$ cat src/rtl/arbitro_ram.sv
// arbitro_ram: two-requester round-robin sequencer in front of one
// single-port synchronous RAM (registered read, write on the clock edge).
// Accesses are serialised. Each access is granted, driven onto the memory
// port for one cycle, then completed with a valid pulse, read data and a
// range error flag.
//
//   state    | meaning
//   S_IDLE   | nothing in flight, waiting for any request
//   S_ACCESS | winner granted, memory port driven from the latched request
//   S_RESP   | read data present on mem_dato, result returned on exit
module arbitro_ram #(
  parameter int DATA_W = 8,
  parameter int ADDR_W = 8,
  parameter int DEPTH  = 11
) (
  input  logic              clk,
  input  logic              rst_n,
  input  logic              req0,
  input  logic              req1,
  input  logic              we0,
  input  logic              we1,
  input  logic [ADDR_W-1:0] dir0,
  input  logic [ADDR_W-1:0] dir1,
  input  logic [DATA_W-1:0] din0,
  input  logic [DATA_W-1:0] din1,
  output logic              gnt0,
  output logic              gnt1,
  output logic [DATA_W-1:0] dato0,
  output logic [DATA_W-1:0] dato1,
  output logic              valid0,
  output logic              valid1,
  output logic              err0,
  output logic              err1,
  output logic [ADDR_W-1:0] mem_dir,
  output logic [DATA_W-1:0] mem_din,
  output logic              mem_we,
  output logic              mem_en,
  input  logic [DATA_W-1:0] mem_dato
);

  typedef enum logic [1:0] {
    S_IDLE   = 2'd0,
    S_ACCESS = 2'd1,
    S_RESP   = 2'd2
  } state_t;

  // One extra bit so DEPTH == 2**ADDR_W still compares correctly.
  localparam logic [ADDR_W:0] C_DEPTH = (ADDR_W+1)'(DEPTH);

  state_t            r_state;
  logic              r_last;
  logic              r_win;
  logic              r_we;
  logic              r_inr;
  logic              r_gnt0;
  logic              r_gnt1;
  logic              r_valid0;
  logic              r_valid1;
  logic              r_err0;
  logic              r_err1;
  logic [DATA_W-1:0] r_dato0;
  logic [DATA_W-1:0] r_dato1;
  logic [ADDR_W-1:0] r_mem_dir;
  logic [DATA_W-1:0] r_mem_din;
  logic              r_mem_we;
  logic              r_mem_en;

  logic              w_any_req;
  logic              w_win;
  logic              w_sel_we;
  logic              w_sel_inr;
  logic              w_launch;
  logic [ADDR_W-1:0] w_sel_dir;
  logic [DATA_W-1:0] w_sel_din;

  // Winner selection: a lone requester wins, a tie goes to the one not served last.
  always_comb begin
    w_any_req = req0 | req1;
    if (req0 && req1) begin
      w_win = ~r_last;
    end else begin
      w_win = req1;
    end
    w_sel_we  = w_win ? we1  : we0;
    w_sel_dir = w_win ? dir1 : dir0;
    w_sel_din = w_win ? din1 : din0;
    w_sel_inr = ({1'b0, w_sel_dir} < C_DEPTH);
    w_launch  = w_any_req && ((r_state == S_IDLE) || (r_state == S_RESP));
  end

  // Sequencer FSM; every output is a register so reset clears them at once.
  always_ff @(posedge clk or negedge rst_n) begin
    if (!rst_n) begin
      r_state   <= S_IDLE;
      r_last    <= 1'b1;
      r_win     <= 1'b0;
      r_we      <= 1'b0;
      r_inr     <= 1'b0;
      r_gnt0    <= 1'b0;
      r_gnt1    <= 1'b0;
      r_valid0  <= 1'b0;
      r_valid1  <= 1'b0;
      r_err0    <= 1'b0;
      r_err1    <= 1'b0;
      r_dato0   <= '0;
      r_dato1   <= '0;
      r_mem_dir <= '0;
      r_mem_din <= '0;
      r_mem_we  <= 1'b0;
      r_mem_en  <= 1'b0;
    end else begin
      r_valid0 <= 1'b0;
      r_valid1 <= 1'b0;
      r_err0   <= 1'b0;
      r_err1   <= 1'b0;

      case (r_state)
        S_IDLE: begin
          r_state <= S_IDLE;
        end
        S_ACCESS: begin
          r_state   <= S_RESP;
          r_gnt0    <= 1'b0;
          r_gnt1    <= 1'b0;
          r_mem_dir <= '0;
          r_mem_din <= '0;
          r_mem_we  <= 1'b0;
          r_mem_en  <= 1'b0;
        end
        S_RESP: begin
          r_state <= S_IDLE;
          if (!r_win) begin
            r_valid0 <= 1'b1;
            r_err0   <= ~r_inr;
            if (!r_we) begin
              r_dato0 <= r_inr ? mem_dato : '0;
            end
          end else begin
            r_valid1 <= 1'b1;
            r_err1   <= ~r_inr;
            if (!r_we) begin
              r_dato1 <= r_inr ? mem_dato : '0;
            end
          end
        end
        default: begin
          r_state <= S_IDLE;
        end
      endcase

      // Launch overrides the state-exit defaults above (IDLE or RESP only).
      if (w_launch) begin
        r_state   <= S_ACCESS;
        r_win     <= w_win;
        r_last    <= w_win;
        r_we      <= w_sel_we;
        r_inr     <= w_sel_inr;
        r_gnt0    <= ~w_win;
        r_gnt1    <= w_win;
        r_mem_dir <= w_sel_dir;
        r_mem_din <= w_sel_din;
        r_mem_en  <= w_sel_inr;
        r_mem_we  <= w_sel_we & w_sel_inr;
      end
    end
  end

  assign gnt0    = r_gnt0;
  assign gnt1    = r_gnt1;
  assign valid0  = r_valid0;
  assign valid1  = r_valid1;
  assign err0    = r_err0;
  assign err1    = r_err1;
  assign dato0   = r_dato0;
  assign dato1   = r_dato1;
  assign mem_dir = r_mem_dir;
  assign mem_din = r_mem_din;
  assign mem_we  = r_mem_we;
  assign mem_en  = r_mem_en;

endmodule

$ cat config.mk
export PLATFORM = sky130hd
export DESIGN_NAME = arbitro_ram
export DESIGN_NICKNAME = d
export VERILOG_FILES = /design/src/rtl/arbitro_ram.sv
export SDC_FILE = /design/constraint.sdc
export NUM_CORES = 1
export LEC_CHECK = 0
export CAP_MARGIN = 20
export CORE_UTILIZATION = 37
export DETAILED_ROUTE_END_ITERATION = 16
export PLACE_DENSITY = 0.81
export SLEW_MARGIN = 20
export SYNTH_ARGS = -nofsm -noshare
export SYNTH_HDL_FRONTEND = slang
export SYNTH_SLANG_ARGS = --single-unit
$ cat constraint.sdc
create_clock -name clk -period 1.4 [get_ports clk]
set_clock_uncertainty 0.1 [all_clocks]
set_input_delay 0.14 -clock clk [delete_from_list [all_inputs] [get_ports clk]]
set_output_delay 0.14 -clock clk [all_outputs]
set_load 0.02 [all_outputs]
==> reports/results.ini <==
[drt]
wl_um=4470
routed.top_layer=met4
final_antenna_net_count=0
vias=1634
first_iter_violations=36
post_drt_wl_per_cell_um=13.0
wl_met3_um=240
vias_per_cell=4.75
drt-met1-wl_um=1920
wl_met2_um=2230
drtPass1Iterations=4
drc=0

[yosys]
syn_area_sq_um=1870
synth_nets=226
ys_types=27
syn_inst=180
ys_seq_area_share_pct=61.5
synth.avg_cell_area_sq_um=10.4
yosys_warnings=0
synth-seq-cells=46

[cts]
htreeDepth=2
clk_latency_ps=290
cts_sinks=46
cts_made_buffers=5
clk_pin_slew_ps=80
ctsLongestPathBuffers=2
cts_root_buffer=clkbuf_8
tritoncts=built

[critical_path]
end_kind=flop
startpoint_type=flop
crit_arrival_ps=1560
r2r_slack_ps=-50
crit_type=reg -> reg
required_ps=1510
crit_fanout=6

[pwr]
p_per_area_nw_per_um2=1310
intPower_mw=2.67
fin_total_pwr_mw=3.95
ir_drop_mv=0.665
power_frac_seq_pct=44.4
pwr-share-clk_pct=23.2
swShare_pct=32.4
power_switching_mw=1.28
p_comb_share_pct=32.4
power_leakage_nw=1.52

[final_layout]
drive_gt1_share_pct=12.3
n_fill_cell=432
antennaDiodeCount=0
nNetsFinal=322
area_delta_synth_final_pct=60.6
final_util_pct=62.8
fin_area_sq_um=3010

[min_path]
hp-class=in -> reg

[place]
dpl_cell_area_sq_um=2890
place.gp.congestion=0.862
io_buffers=85
dp_hpwl_um=3330

[sta]
final-hold-violation-count=0
relSlewSlack_pct=59.7
min_period_over_period_pct=104
drv_slew=0
hold_slack_ps=104
tightest_slew_ps=599
finalCriticalPeriod_ps=1450
rsz0062_at_grt=true
layout_setup_ws_ps=-54.6
setup_viol=4
finalSetupTns_ps=-114
max_clock_freq_mhz=687

[die]
die_h_um=73.2
ioPinCount=86
start_util_pct=39.1
rows=25
die_area_sq_um=5350
die_w_um=73.2
coreArea_sq_um=4790

[global_routing]
grt_max_degree=27
antenna_found_initial=0
grt.overflow.total=0
grt_pass1_vias=1549
grt_pass1_wl_um=7200
gr-usage-all-layers_pct=17.6

[flow_run]
drv_cap=0

[status]
violations=setup timing
status=complete, but fails checks

-- cell usage after synthesis --
master | number | share of area [%]
buf_4 | 1 | 0.40
a21o_1 | 6 | 2.4
nand3b_1 | 1 | 0.40
o31ai_2 | 1 | 0.67
a21boi_1 | 1 | 0.40
o21ai_0 | 27 | 7.2
a211oi_1 | 1 | 0.40
or2_2 | 1 | 0.33
o21bai_1 | 1 | 0.40
dfstp_2 | 1 | 1.4
nor2_1 | 1 | 0.20
nor2b_1 | 2 | 0.67
inv_1 | 3 | 0.60
clkbuf_1 | 6 | 1.2
and2_1 | 1 | 0.33
mux2i_1 | 9 | 4.8
a31oi_1 | 1 | 0.33
nor2_2 | 1 | 0.33
nor3b_1 | 1 | 0.40
or4_1 | 1 | 0.40
nand3_1 | 10 | 2.7
dfrtp_1 | 45 | 60
nor4_1 | 1 | 0.33
nand2_1 | 43 | 8.6
nand2b_1 | 2 | 0.67
buf_2 | 4 | 1.1
a22oi_1 | 8 | 3.2
-- power groups by stage --
stage	logic (mW)	clock network, mW	registers (mW)
floorplan	0.345	0	2.08
global placement	1.42	0	1.78
finish	1.28	0.916	1.76
global route	1.39	1.01	1.79
CTS	1.28	0.945	1.76
detailed placement	1.44	0	1.79
-- final cells by class --
cell class / count / area [sq um] / share of cell area, %
inverters: 3 / 11.3 / 0.374
well taps: 67 / 83.8 / 2.79
repair buffers: 100 / 942 / 31.3
multi-input cells: 120 / 708 / 23.5
clock buffers: 8 / 110 / 3.66
flip-flops and latches: 46 / 1150 / 38.3
-- registers in the layout (all words and copies together) (netlist names), 2 cells and up --
register,cells
dato0,8
dato1,8
mem_din,8
mem_dir,8
r_state,2
-- routing by layer --
layer / track usage [%] / vias up
met5: 0 / -
met4: 5.01 / 0
met3: 4.83 / 9
met2: 29.0 / 56
met1: 22.8 / 762
li1: - / 807
-- path summary, 6_finish.rpt --
kind / from / end / cells past startpoint
max: r_last / mem_we / 5
max in group asynchronous: rst_n / mem_din[4] / 3
min: dir0[4] / mem_dir[4] / 3
min in group asynchronous: rst_n / mem_dir[3] / 2
max reg2reg: r_last / mem_we / 5
min reg2reg: dato0[2] / dato0[2] / 2
-- repair_timing --
item,in CTS,in global routing
buffers inserted,0,1
endpoints found under the hold margin,19,0
pin swaps,2,4
hold buffers,1,0
setup endpoints to repair,52,26
resized for setup,49,8
-- stage by stage --
stage / cells / setup slack (ps)
after global routing: 344 / -104
after floorplan: 180 / -2.17
final: 344 / -54.6
after global placement: 334 / -368
after CTS: 343 / -30.5
after detailed placement: 334 / -426
-- logic make-up (layout without fill, tap and decap cells) --
family                 Yosys count  count (layout)  share of synthesized area, %
AOI/OAI and AO/OA               46              46                          15.0
buffers and inverters           14             111                          3.27
DFF                             46              46                          61.5
muxes                            9               9                          4.81
and+or+nand+nor                 65              65                          15.4
-- cell usage in the layout, fill, tap and decap left out, drive strengths merged, types with 3 or more instances in the layout --
cell type	count
dlygate4sd2	42
nand3	10
a21o	6
clkbuf	8
clkdlybuf4s50	40
a22oi	8
o21ai	27
nand2	43
inv	3
dfrtp	45
mux2i	9
buf	15
-- worst max-delay path, cell delays in order (launching register included) --
cell and delay (ps):
dfstp_2 540, a21boi_2 60, buf_6 140, a211oi_4 200, a31oi_4 70, o31ai_2 250
No activity file was read; power rests on OpenSTA's default activity.
